--- config.mk ---
export PLATFORM = sky130hd
export DESIGN_NAME = instr_sequencer
export DESIGN_NICKNAME = d
export VERILOG_FILES = /design/src/rtl/instr_sequencer_pkg.sv /design/src/rtl/instr_sequencer_buf.sv /design/src/rtl/instr_sequencer.sv
export SDC_FILE = /design/constraint.sdc
export NUM_CORES = 1
export LEC_CHECK = 0
export CAP_MARGIN = 10
export CORE_UTILIZATION = 54
export DETAILED_ROUTE_END_ITERATION = 10
export MAX_ROUTING_LAYER = met4
export PLACE_DENSITY = 0.75
export SETUP_SLACK_MARGIN = 0.4
export SLEW_MARGIN = 10
export SYNTH_ARGS = -nofsm -noshare
export SYNTH_HDL_FRONTEND = slang
export SYNTH_SLANG_ARGS = --single-unit
--- constraint.sdc ---
create_clock -name clk -period 2.2 [get_ports clk]
set_input_delay 0.33 -clock clk [delete_from_list [all_inputs] [get_ports clk]]
set_output_delay 0.33 -clock clk [all_outputs]
set_load 0.03 [all_outputs]
--- src/rtl/instr_sequencer_pkg.sv ---
// Shared definitions for the instruction sequencer: FSM states, default width, opcodes.
package instr_sequencer_pkg;

    typedef enum logic [1:0] {
        IDLE = 2'd0,
        RUN  = 2'd1,
        DONE = 2'd2
    } state_t;

    localparam int INSTR_W_DEF = 9;

    localparam logic [2:0] OP_ADD = 3'b000;
    localparam logic [2:0] OP_AND = 3'b001;
    localparam logic [2:0] OP_OR  = 3'b010;
    localparam logic [2:0] OP_XOR = 3'b011;
    localparam logic [2:0] OP_SUB = 3'b100;
    localparam logic [2:0] OP_LD  = 3'b101;
    localparam logic [2:0] OP_ST  = 3'b110;
    localparam logic [2:0] OP_LDI = 3'b111;

endpackage

--- src/rtl/instr_sequencer_buf.sv ---
// Program buffer: one write port, one registered read port with write-through on address match.
module instr_sequencer_buf
    import instr_sequencer_pkg::*;
#(
    parameter int INSTR_W = INSTR_W_DEF,
    parameter int DEPTH   = 16
) (
    input  logic                       clk,
    input  logic                       rst,
    input  logic                       wr_en,
    input  logic [$clog2(DEPTH)-1:0]   wr_addr,
    input  logic [INSTR_W-1:0]         wr_data,
    input  logic                       rd_en,
    input  logic [$clog2(DEPTH)-1:0]   rd_addr,
    output logic [INSTR_W-1:0]         rd_data
);

    logic [INSTR_W-1:0] mem [DEPTH];

    always_ff @(posedge clk) begin
        if (wr_en) begin
            mem[wr_addr] <= wr_data;
        end
    end

    // A word written in the same cycle a run starts may be the one read out.
    always_ff @(posedge clk) begin
        if (rst) begin
            rd_data <= '0;
        end else if (rd_en) begin
            rd_data <= (wr_en && (wr_addr == rd_addr)) ? wr_data : mem[rd_addr];
        end
    end

endmodule

--- src/rtl/instr_sequencer.sv ---
// Instruction sequencer: buffers a program from the host and issues it in order to the datapath.
// Define INSTR_SEQUENCER_STEP_EN to add a step input that gates each issue during a run.
module instr_sequencer
    import instr_sequencer_pkg::*;
#(
    parameter int INSTR_W = INSTR_W_DEF,
    parameter int DEPTH   = 16
) (
    input  logic                       clk,
    input  logic                       rst,
    input  logic                       wr_valid,
    input  logic [INSTR_W-1:0]         wr_instr,
    output logic                       wr_ready,
    input  logic                       clr,
    input  logic                       start,
    input  logic                       abort,
`ifdef INSTR_SEQUENCER_STEP_EN
    input  logic                       step,
`endif
    output logic                       issue_valid,
    output logic [INSTR_W-1:0]         issue_instr,
    output logic [$clog2(DEPTH)-1:0]   pc,
    output logic [$clog2(DEPTH):0]     count,
    output logic                       busy,
    output logic                       done
);

    localparam int AW = $clog2(DEPTH);
    localparam logic [AW:0] FULL = (AW+1)'(DEPTH);

`ifdef INSTR_SEQUENCER_STEP_EN
    localparam bit STEP_MODE = 1'b1;
    logic go;
    assign go = step;
`else
    localparam bit STEP_MODE = 1'b0;
    logic go;
    assign go = 1'b1;
`endif

    state_t        state;
    logic [AW:0]   ptr;
    logic          accept;
    logic          clr_eff;
    logic          wr_en;
    logic [AW:0]   count_next;
    logic          rd_en;
    logic [AW-1:0] rd_addr;

    always_comb begin
        accept     = wr_valid && wr_ready;
        clr_eff    = clr && (state == IDLE);
        wr_en      = accept && !clr_eff;
        count_next = clr_eff ? '0 : count + {{AW{1'b0}}, accept};
        rd_en      = 1'b0;
        rd_addr    = ptr[AW-1:0];
        case (state)
            IDLE: begin
                if (start && (count_next != '0) && !STEP_MODE) begin
                    rd_en   = 1'b1;
                    rd_addr = '0;
                end
            end
            RUN: begin
                if (!abort && (ptr != count) && go) begin
                    rd_en = 1'b1;
                end
            end
            default: ;
        endcase
    end

    instr_sequencer_buf #(
        .INSTR_W (INSTR_W),
        .DEPTH   (DEPTH)
    ) u_buf (
        .clk     (clk),
        .rst     (rst),
        .wr_en   (wr_en),
        .wr_addr (count[AW-1:0]),
        .wr_data (wr_instr),
        .rd_en   (rd_en),
        .rd_addr (rd_addr),
        .rd_data (issue_instr)
    );

    // ptr is the next index to issue; pc reports the index being issued.
    always_ff @(posedge clk) begin
        if (rst) begin
            state       <= IDLE;
            ptr         <= '0;
            pc          <= '0;
            count       <= '0;
            issue_valid <= 1'b0;
            busy        <= 1'b0;
            done        <= 1'b0;
            wr_ready    <= 1'b1;
        end else begin
            count       <= count_next;
            issue_valid <= 1'b0;
            done        <= 1'b0;
            case (state)
                IDLE: begin
                    wr_ready <= (count_next < FULL);
                    if (start) begin
                        wr_ready <= 1'b0;
                        pc       <= '0;
                        if (count_next != '0) begin
                            state <= RUN;
                            busy  <= 1'b1;
                            if (STEP_MODE) begin
                                ptr <= '0;
                            end else begin
                                ptr         <= (AW+1)'(1);
                                issue_valid <= 1'b1;
                            end
                        end else begin
                            state <= DONE;
                            done  <= 1'b1;
                        end
                    end
                end
                RUN: begin
                    if (abort) begin
                        state    <= IDLE;
                        busy     <= 1'b0;
                        pc       <= '0;
                        ptr      <= '0;
                        wr_ready <= (count < FULL);
                    end else if (ptr == count) begin
                        state <= DONE;
                        busy  <= 1'b0;
                        done  <= 1'b1;
                        pc    <= '0;
                        ptr   <= '0;
                    end else if (go) begin
                        issue_valid <= 1'b1;
                        pc          <= ptr[AW-1:0];
                        ptr         <= ptr + (AW+1)'(1);
                    end
                end
                default: begin
                    state    <= IDLE;
                    pc       <= '0;
                    ptr      <= '0;
                    wr_ready <= (count < FULL);
                end
            endcase
        end
    end

endmodule

==> qor.csv <==
stage;metric;value;unit
logic_synthesis;largest family of logic cells by synthesized area;compound AO/OA/AOI/OAI gates;
timing;min Tclk post-route;2240;ps
floorplanning;die width;119;µm
power_and_ir_drop;Max VDD drop;0.554;mV
layout;number of inserted diodes;0;
logic_synthesis;Simple-Gate Fraction of Synth Area;8.50;%
cts;Sinks on Clock Net;173;
floorplanning;Die Height;119;µm
route;Pre-antenna DRT Iters;5;
route;initial DRC count;435;
critical_path;critical path type;flip-flop to flip-flop;
layout;Final Net Count;636;
logic_synthesis;synthesized area;0.00739;mm²
route;total routed wirelength;19200;µm
timing;Final period util;102;%
timing;max frequency;447;MHz
route;antenna viol nets, final;0;
logic_synthesis;Synth Area in Compound Gates;11.7;%
place;Port-buffer cells;36;
logic_synthesis;mux cell area share after synthesis;9.06;%
place;placed cell count;750;
critical_path;FF-to-FF setup slack;-40;ps
timing;Post-Route Skew;8.25;ps
global_route;vias in the first global route;5027;
floorplanning;Rows;42;
cts;clock latency at the later pin of the worst-skew pair;430;ps
timing;Slew HR;52.3;%
critical_path;Max FO, Critical Path;4;
logic_synthesis;Area contributors post-synth;edfxtp_1 59%, dfxtp_1 7.9%, mux2_2 4.9%;
route;average wire per standard cell;23.7;µm
logic_synthesis;EDFF count, synth;144;
cts;CTS Hold Bufs;0;
route;drc violations;0;
route;total vias in the final route;5109;
timing;RSZ-0062 raised after global routing;yes;
logic_synthesis;commonest cells in the netlist;144 x edfxtp_1, 32 x mux2_2, 29 x dfxtp_1;
power_and_ir_drop;leak pwr;0.00339;µW
layout;Final Non-Filler Cells;807;
timing;Final Max Tran Viols;0;
logic_synthesis;Synth Area in Adders;0.508;%
floorplanning;Starting Density;55.6;%
cts;root buf cell;clkbuf_16;
flow_run;max_cap viols;0;
critical_path;FF-to-FF Start;wr_ready;
logic_synthesis;Synth Flop Type;edfxtp_1;
logic_synthesis;syn_nets;536;
critical_path;CP endpoint kind;flip-flop;
cts;H-tree depth;4;
timing;measured slew at the worst slew-check pin;713;ps
timing;setup ws final;-38.4;ps
worst_hold_path;Hold Path Class;flip-flop to flip-flop;
power_and_ir_drop;PwrDens;757;mW/mm²
cts;TritonCTS buffer count;17;
floorplanning;Placeable Area;0.0133;mm²
logic_synthesis;Yosys top cell by area;edfxtp_1;
critical_path;Setup crit start kind;flip-flop;
logic_synthesis;ys async rst share;0;%
logic_synthesis;sequential area share after synthesis;66.4;%
logic_synthesis;Post-Synthesis Cells;518;
critical_path;critical path capture point;u_buf.mem[8][6];
layout;Fillers;805;
run_status;failing checks;setup timing;
place;Final GP Congestion;0.893;
floorplanning;io pins;37;
critical_path;R2R depth;10;
critical_path;CP startpoint;wr_ready;
cts;CTS tree;yes;
timing;Fin Setup TNS;-527;ps
global_route;GRT overflow;0;
timing;Final Hold Viols;0;
logic_synthesis;mean cell area of the mapped netlist;14.3;µm²
layout;Layout area overhead;31.3;%
logic_synthesis;post-synth cell types;66;
timing;Hold Slack;498;ps
route;vias per cell;6.33;
critical_path;worst endpoint required time;2350;ps
floorplanning;die area;0.0142;mm²
logic_synthesis;YS warnings;0;
cts;Max Buffers Root-to-Sink;2;
logic_synthesis;XOR/XNOR Fraction of Synth Area;0.948;%
cts;clock-pin transition on the worst setup and hold timing paths;70;ps
run_status;status;complete, but fails checks;
logic_synthesis;most common cell in the netlist;edfxtp_1;
global_route;largest net degree at the start of global routing;46;
layout;fraction of layout cells with a size suffix above 1;33.9;%
critical_path;Worst EP arrival;2390;ps
critical_path;FF-to-FF End;u_buf.mem[8][6];
global_route;initial antenna violation count;0;
timing;final setup violation count;21;
global_route;first-pass GRT wire length;27600;µm
place;post-detail-place hpwl;11400;µm
logic_synthesis;Yosys reg bits;173;
logic_synthesis;post-synth top area share;58.5;%
global_route;GRT Total Usage;27.5;%
## metal layers
metal / routed length [µm] / track usage [%] / share of wire [%] / vias up
li1: - / - / - / 2249
met1: 7470 / 33.3 / 39 / 2544
met2: 9540 / 44.5 / 50 / 247
met3: 1410 / 4.17 / 7.4 / 69
met4: 735 / 15.5 / 3.8 / 0
met5: 0 / - / 0 / -
## state kept, by name, indices dropped and copies added, names as in the netlist
name           count
u_buf.mem        144
u_buf.rd_data      9
count              5
ptr                5
pc                 4
state              2
busy               1
done               1
issue_valid        1
wr_ready           1
## final cells by class
| type | count | area, µm² | area share (%) |
|---|---|---|---|
| clock buffer | 17 | 425 | 4.39 |
| clock inverter | 15 | 184 | 1.90 |
| inverter | 6 | 22.5 | 0.232 |
| multi-input combinational | 303 | 2630 | 27.1 |
| sequential | 173 | 4930 | 50.8 |
| tap | 176 | 220 | 2.27 |
| timing repair buffer | 117 | 1290 | 13.3 |
## where the power goes
part / switching, µW / total (µW) / internal (µW)
clock: 1290 / 3100 / 1810
sequential: 34.0 / 3620 / 3580
combinational: 360 / 622 / 262
## worst max-delay path, cell delays in order (launching register included)
cell and delay, ps:
dfxtp_4 360, nand2_4 50, buf_4 130, buf_6 110, buf_6 120, or4_4 480, buf_6 140, buf_6 110
nor3_4 200, buf_6 160, buf_16 110
## timing repair
action / 4_1_cts / 5_1_grt
setup endpoints to repair: 115 / 158
cloned: 2 / 6
resized for setup: 58 / 58
pin swaps: 8 / 16
setup buffers: 8 / 9
## worst min-delay path by stage
| stage | from | end | slack (ps) | cells past startpoint |
|---|---|---|---|---|
| after floorplan | wr_instr[0] | u_buf.mem[0][0] | 430 | 0 |
| after global placement | busy | busy | 470 | 2 |
| after detailed placement | busy | busy | 490 | 2 |
| after CTS | busy | busy | 500 | 2 |
| after global routing | busy | busy | 520 | 2 |
| final | busy | busy | 500 | 2 |
## cell families (layout without fill, tap and decap cells)
kind of cell    count (synthesis)  after routing
simple gates                  115            116
fa+ha+maj                       3              3
flops                         173            173
xor+xnor                        8              8
buf+inv                        43            155
mux                            60             60
compound gates                116            116
## metrics by stage
stage          setup slack, ps  utilization (%)  cell area [µm²]  power [µW]
6_report                 -38.4             73.0             9700        7340
4_1_cts                  -8.22             70.4             9360        7310
5_1_grt                   -124             73.0             9700        7510
2_1_floorplan             6.46                -             7510        3990
3_5_place_dp              -554             63.5             8450        4230
3_3_place_gp              -494             63.5             8450        4210
## cells in the final DEF, fill, tap and decap left out, types with 3 or more instances in the layout
master	n
edfxtp_1	144
buf_4	39
mux2_2	32
mux2i_1	26
buf_6	26
nor3_1	20
dfxtp_1	20
a211oi_1	19
clkbuf_16	19
o22ai_1	16
clkdlybuf4s50_1	16
nor2_1	14
nand3_1	14
a22oi_1	12
buf_12	12
nor2_4	11
a21oi_1	11
nand3b_1	10
dlygate4sd2_1	10
o21a_1	9
o21ai_1	9
nand2_1	8
dlymetal6s2s_1	8
nand2b_1	5
inv_6	5
dfxtp_2	5
inv_1	4
nor3_4	4
nor2_2	4
xnor2_1	4
o32ai_2	4
dfxtp_4	4
nor2b_1	3
and2_1	3
a21oi_2	3
bufinv_16	3
No activity file was read; power rests on OpenSTA's default activity.
